`config.mk`:
```
export PLATFORM = sky130hd
export DESIGN_NAME = audio_sample_conditioner
export DESIGN_NICKNAME = d
export VERILOG_FILES = /design/src/rtl/audio_sample_conditioner.sv
export SDC_FILE = /design/constraint.sdc
export NUM_CORES = 1
export LEC_CHECK = 0
export CORE_MARGIN = 4
export CORE_UTILIZATION = 31
export CTS_CLUSTER_DIAMETER = 80
export CTS_CLUSTER_SIZE = 8
export DETAILED_ROUTE_END_ITERATION = 16
export PLACE_DENSITY = 0.46
export SYNTH_ARGS = -nofsm -noshare
export SYNTH_HDL_FRONTEND = slang
export SYNTH_SLANG_ARGS = --single-unit
```
`constraint.sdc`:
```
create_clock -name clk_audio -period 5.5 [get_ports clk_audio]
set_input_delay 0.55 -clock clk_audio [delete_from_list [all_inputs] [get_ports clk_audio]]
set_output_delay 0.55 -clock clk_audio [all_outputs]
set_load 0.01 [all_outputs]
```
`src/rtl/audio_sample_conditioner.sv`:
```
// Stereo sample conditioner: per-channel volume scaling through one shared multiplier,
// an optional one-pole low-pass filter, and a registered output stage with overrun counting.
`timescale 1ns/1ps
module audio_sample_conditioner #(
  parameter int FILTER_SHIFT = 2
) (
  input  logic               clk_audio,
  input  logic               reset,
  input  logic               sample_valid,
  input  logic signed [15:0] in_l,
  input  logic signed [15:0] in_r,
  input  logic        [5:0]  volume,
  input  logic               filter_en,
  output logic signed [15:0] audio_l,
  output logic signed [15:0] audio_r,
  output logic               out_valid,
  output logic               busy,
  output logic        [7:0]  overrun_count
);

  typedef enum logic [2:0] {
    IDLE    = 3'd0,
    SCALE_L = 3'd1,
    FILT_L  = 3'd2,
    SCALE_R = 3'd3,
    FILT_R  = 3'd4,
    COMMIT  = 3'd5
  } state_t;

  state_t r_state;
  state_t w_next;

  logic signed [15:0] r_in_l_p0;
  logic signed [15:0] r_in_r_p0;
  logic        [5:0]  r_vol_p0;
  logic               r_fen_p0;
  logic signed [15:0] r_s_p1;
  logic signed [15:0] r_acc_l;
  logic signed [15:0] r_acc_r;
  logic signed [15:0] r_audio_l;
  logic signed [15:0] r_audio_r;
  logic               r_out_valid;
  logic        [7:0]  r_overrun;

  logic               w_accept;
  logic signed [15:0] w_mul_x;
  logic signed [21:0] w_mul_x_ext;
  logic signed [21:0] w_vol_ext;
  logic signed [21:0] w_prod;
  logic signed [21:0] w_scaled;
  logic signed [15:0] w_acc_sel;
  logic signed [15:0] w_filt;

  // Clamp a scaled product into the 16-bit output range.
  function automatic logic signed [15:0] sat16(input logic signed [21:0] v);
    if (v > 22'sd32767)
      return 16'sh7FFF;
    else if (v < -22'sd32768)
      return 16'sh8000;
    else
      return v[15:0];
  endfunction

  // One-pole step; the result always lies between acc and s, so 16 bits suffice.
  function automatic logic signed [15:0] lp_step(input logic signed [15:0] acc,
                                                 input logic signed [15:0] s);
    logic signed [16:0] diff;
    diff = 17'(s) - 17'(acc);
    return 16'(17'(acc) + (diff >>> FILTER_SHIFT));
  endfunction

  assign w_accept = (r_state == IDLE) && sample_valid;

  always_ff @(posedge clk_audio or posedge reset) begin
    if (reset)
      r_state <= IDLE;
    else
      r_state <= w_next;
  end

  always_comb begin
    w_next = r_state;
    case (r_state)
      IDLE:    if (sample_valid) w_next = SCALE_L;
      SCALE_L: w_next = FILT_L;
      FILT_L:  w_next = SCALE_R;
      SCALE_R: w_next = FILT_R;
      FILT_R:  w_next = COMMIT;
      COMMIT:  w_next = IDLE;
      default: w_next = IDLE;
    endcase
  end

  // Stage p0: capture the sample and its controls for the whole pass
  always_ff @(posedge clk_audio) begin
    if (w_accept) begin
      r_in_l_p0 <= in_l;
      r_in_r_p0 <= in_r;
      r_vol_p0  <= volume;
      r_fen_p0  <= filter_en;
    end
  end

  assign w_mul_x     = (r_state == SCALE_R) ? r_in_r_p0 : r_in_l_p0;
  assign w_mul_x_ext = {{6{w_mul_x[15]}}, w_mul_x};
  assign w_vol_ext   = {16'd0, r_vol_p0};
  assign w_prod      = w_mul_x_ext * w_vol_ext;
  assign w_scaled    = w_prod >>> 4;

  // Stage p1: scaled and saturated sample for the channel in flight
  always_ff @(posedge clk_audio) begin
    if ((r_state == SCALE_L) || (r_state == SCALE_R))
      r_s_p1 <= sat16(w_scaled);
  end

  assign w_acc_sel = (r_state == FILT_R) ? r_acc_r : r_acc_l;
  assign w_filt    = lp_step(w_acc_sel, r_s_p1);

  // Stage p2: filter state; a bypassed pass still loads acc so re-enabling is seamless
  always_ff @(posedge clk_audio or posedge reset) begin
    if (reset) begin
      r_acc_l <= '0;
      r_acc_r <= '0;
    end else begin
      if (r_state == FILT_L)
        r_acc_l <= r_fen_p0 ? w_filt : r_s_p1;
      if (r_state == FILT_R)
        r_acc_r <= r_fen_p0 ? w_filt : r_s_p1;
    end
  end

  // Stage p3: publish both channels together
  always_ff @(posedge clk_audio or posedge reset) begin
    if (reset) begin
      r_audio_l   <= '0;
      r_audio_r   <= '0;
      r_out_valid <= 1'b0;
    end else begin
      r_out_valid <= (r_state == COMMIT);
      if (r_state == COMMIT) begin
        r_audio_l <= r_acc_l;
        r_audio_r <= r_acc_r;
      end
    end
  end

  always_ff @(posedge clk_audio or posedge reset) begin
    if (reset)
      r_overrun <= '0;
    else if (sample_valid && (r_state != IDLE) && (r_overrun != 8'hFF))
      r_overrun <= r_overrun + 8'd1;
  end

  assign audio_l       = r_audio_l;
  assign audio_r       = r_audio_r;
  assign out_valid     = r_out_valid;
  assign busy          = (r_state != IDLE);
  assign overrun_count = r_overrun;

endmodule

```
==> results by group <==
Yosys
  • Largest cells by area after synthesis: dfrtp_1 20%, edfxtp_1 17%, fa_1 13%
  • Top-count cell post-synth: nand2_1
  • Number of enable flip-flop cells after synthesis: 55
  • Post-synthesis sequential area ratio: 36.4%
  • Post-synthesis compound-gate area fraction: 9.92%
  • Primary FF master, synth: dfrtp_1
  • Syn nets: 1150
  • Area fraction in and, or, nand and nor cells after synthesis: 16.7%
  • Mapped cell area: 9750 sq um
  • Largest family of logic cells by synthesized area: adder cells
  • Ys Warns: 0
  • Unique cell type count in the Yosys netlist: 63
  • Area leader, netlist: dfrtp_1
  • Async set-reset flop share out of synthesis: 58.0%
  • Post-synth top cells: 156 x nand2_1, 104 x inv_1, 76 x dfrtp_1
  • Adder-cell share of the synthesized area: 22.6%
  • Mapped Avg Cell Area: 10.0 sq um
  • Post-Synth XOR/XNOR Area: 4.04%
  • Yosys reg bits: 131
  • Mux cell area share after synthesis: 4.83%
  • Top-area cell type share of the netlist area: 19.5%
  • Post-Synthesis Cells: 971

Route
  • Final ANT Viol Nets: 0
  • Vias per Instance: 4.53
  • First-pass iteration count of the detailed router: 4
  • Routed wire length: 21700 um
  • Vias: 6996
  • DRT iter0 DRCs: 296
  • DRC: 0
  • WL/cell: 14.0 um

STA
  • Max Fclk: 0.186 GHz
  • Post-route minimum period: 5.38 ns
  • Clk_skew: 0.0136 ns
  • Fin crit share: 97.8%
  • Slew at the pin with the worst max-slew slack: 1.05 ns
  • Final setup viols: 0
  • Slew margin rel.: 30.0%
  • Unrepaired setup endpoints after global routing: true
  • Final Hold Viols: 0
  • Slew Viols, Final: 0

GRT
  • Antenna violations before repair: 0
  • First-pass GRT wire length: 35400 um
  • Gr ovfl total: 0
  • Vias in the first global route: 6991
  • GRT Util Overall: 12.9%
  • Largest net degree at the start of global routing: 66

Floorplanning
  • Core footprint: 30800 sq um
  • Die area: 34400 sq um
  • Die outline width: 185 um
  • Rows: 64
  • Die Y: 185 um
  • Io pins: 84
  • Initial Util: 31.6%

Clock network
  • Htree depth: 4
  • Clock buffer count from CTS: 17
  • Clk pin slew, worst setup/hold paths: 0.07 ns
  • TritonCTS clock tree: yes
  • Clock root buffer: clkbuf_16
  • Clock Path Buffers: 2
  • Clock latency on the worst-skew pair: 0.44 ns
  • Clock Sinks: 131

Layout
  • Layout Cells excl Fill: 1544
  • # fillers: 3020
  • Ant diodes: 0
  • Layout cells sized above 1: 19.9%
  • Area growth, synth to finish: 31.8%
  • Final #Nets: 1314
  • Finished Cell Area: 12900 sq um
  • Reg area: 3550 sq um
  • Multi-input logic area: 6170 sq um
  • Core Util, Final: 41.7%

Worst setup path
  • FF-to-FF Start: r_state[2]
  • CP Class: reg -> reg
  • Flop-to-flop setup slack: 0.12 ns
  • Worst-path maximum fanout: 8
  • CP startpoint: r_state[2]
  • Critical Path Sink Type: flip-flop
  • Reg2reg end: r_s_p1[8]
  • Critical path capture point: r_s_p1[8]
  • Worst R2R Path Depth: 22
  • CP required: 5.69 ns
  • Critical path launch point type: flip-flop
  • CP arrival: 5.56 ns

Place
  • DP Area: 11600 sq um
  • Port Buffers: 83
  • Routability cong.: 0.770
  • Placed cells: 1492
  • Placed wire-length estimate: 16800 um

Job
  • MaxCap Viol Count: 0

Run status
  • Status: finished, final reports clean

Worst hold path
  • Hold crit path type: in -> async
==> per-layer routing <==
layer,up-vias,wire (um),GRT usage [%]
li1,3574,-,-
met1,3320,10200,17.1
met2,83,10500,21.2
met3,19,660,2.79
met4,0,306,3.79
met5,-,0,0
==> how the worst min path moves through the flow <==
stage / endpoint / slack, ns / depth (start not counted)
2_1_floorplan: audio_l[10] / 0.46 / 2
3_3_place_gp: audio_l[3] / 0.46 / 2
3_5_place_dp: audio_r[5] / 0.46 / 2
4_1_cts: r_state[1] / 0.34 / 2
5_1_grt: overrun_count[1] / 0.38 / 2
6_report: r_state[1] / 0.36 / 2
==> worst max-delay path, stage by stage, from the launching register on <==
cell and delay [ns]:
dfrtp_1 0.38, nand3b_4 0.23, clkbuf_16 0.21, mux2i_4 0.25
buf_6 0.14, nor2_2 0.04, fa_1 0.59, fa_2 0.44
fa_1 0.53, inv_2 0.04, fa_1 0.54, inv_2 0.05
ha_4 0.28, inv_4 0.04, nor2_4 0.10, and2_4 0.17
nand4_4 0.11, a31o_4 0.26, a21oi_4 0.21, buf_12 0.13
a211oi_4 0.03, buf_6 0.15, a31o_2 0.21
==> cell families (layout without fill, tap and decap cells) <==
family,count (synthesis),after routing
simple gates,333,333
compound gates,145,145
fa+ha+maj,137,137
buf+inv,134,311
flops,131,131
mux,46,46
xor+xnor,45,45
==> sequential cells by signal (all words and copies together) (netlist names) <==
name	count
r_vol_p0	6
out_valid	1
overrun_count	8
r_acc_l	16
r_in_l_p0	16
r_in_r_p0	16
audio_r	16
r_state	3
r_fen_p0	1
r_s_p1	16
r_acc_r	16
audio_l	16
==> through the flow <==
stage / setup TNS, ns / hold slack [ns] / setup WS, ns
2_1_floorplan: 0 / 0.460 / 0.00563
3_3_place_gp: -2.70 / 0.457 / -0.223
3_5_place_dp: -3.95 / 0.462 / -0.317
4_1_cts: -0.00850 / 0.344 / -0.00850
5_1_grt: -0.625 / 0.383 / -0.0847
6_report: 0 / 0.355 / 0.123
==> cell type report <==
class                   count  area share (%)
clock buffers              21            4.00
clock inverters            11           0.672
inverters                 104            3.07
multi-input cells         706            48.0
flip-flops and latches    131            27.6
well taps                 396            3.85
repair buffers            175            12.7
==> cells in the final DEF, fill, tap and decap left out, types with 4 or more instances in the layout <==
cell and instances:
a31oi_1 5, nand2_1 154, nor2b_2 10, mux2i_1 31, nor3_1 13, xor2_1 13, and2_1 6, a21oi_2 4
or2_2 5, and3_1 7, a21oi_1 27, fa_1 62, mux2i_2 4, inv_2 14, o21ai_0 39, clkdlybuf4s50_1 83
buf_4 80, a21o_1 20, xnor2_1 32, or3_1 4, inv_1 88, nand2b_1 17, buf_6 5, ha_1 62
dfrtp_1 76, buf_12 5, ha_4 10, nor2b_1 51, o21a_1 9, nand3_1 8, mux2i_4 6, a211oi_1 4
edfxtp_1 55, clkbuf_16 22, nor2_1 26
==> timing repair <==
| item | 4_1_cts | 5_1_grt |
|---|---|---|
| resized for setup | 20 | 89 |
| pin swaps | 12 | 62 |
| setup endpoints to repair | 16 | 18 |
| gates cloned | 0 | 2 |
| setup buffers | 4 | 14 |
| hold buffers | 0 | 0 |
Power is left out: the tool's default activity adds up to more than one toggle a clock period on the data nets, which glitch-free logic cannot reach.
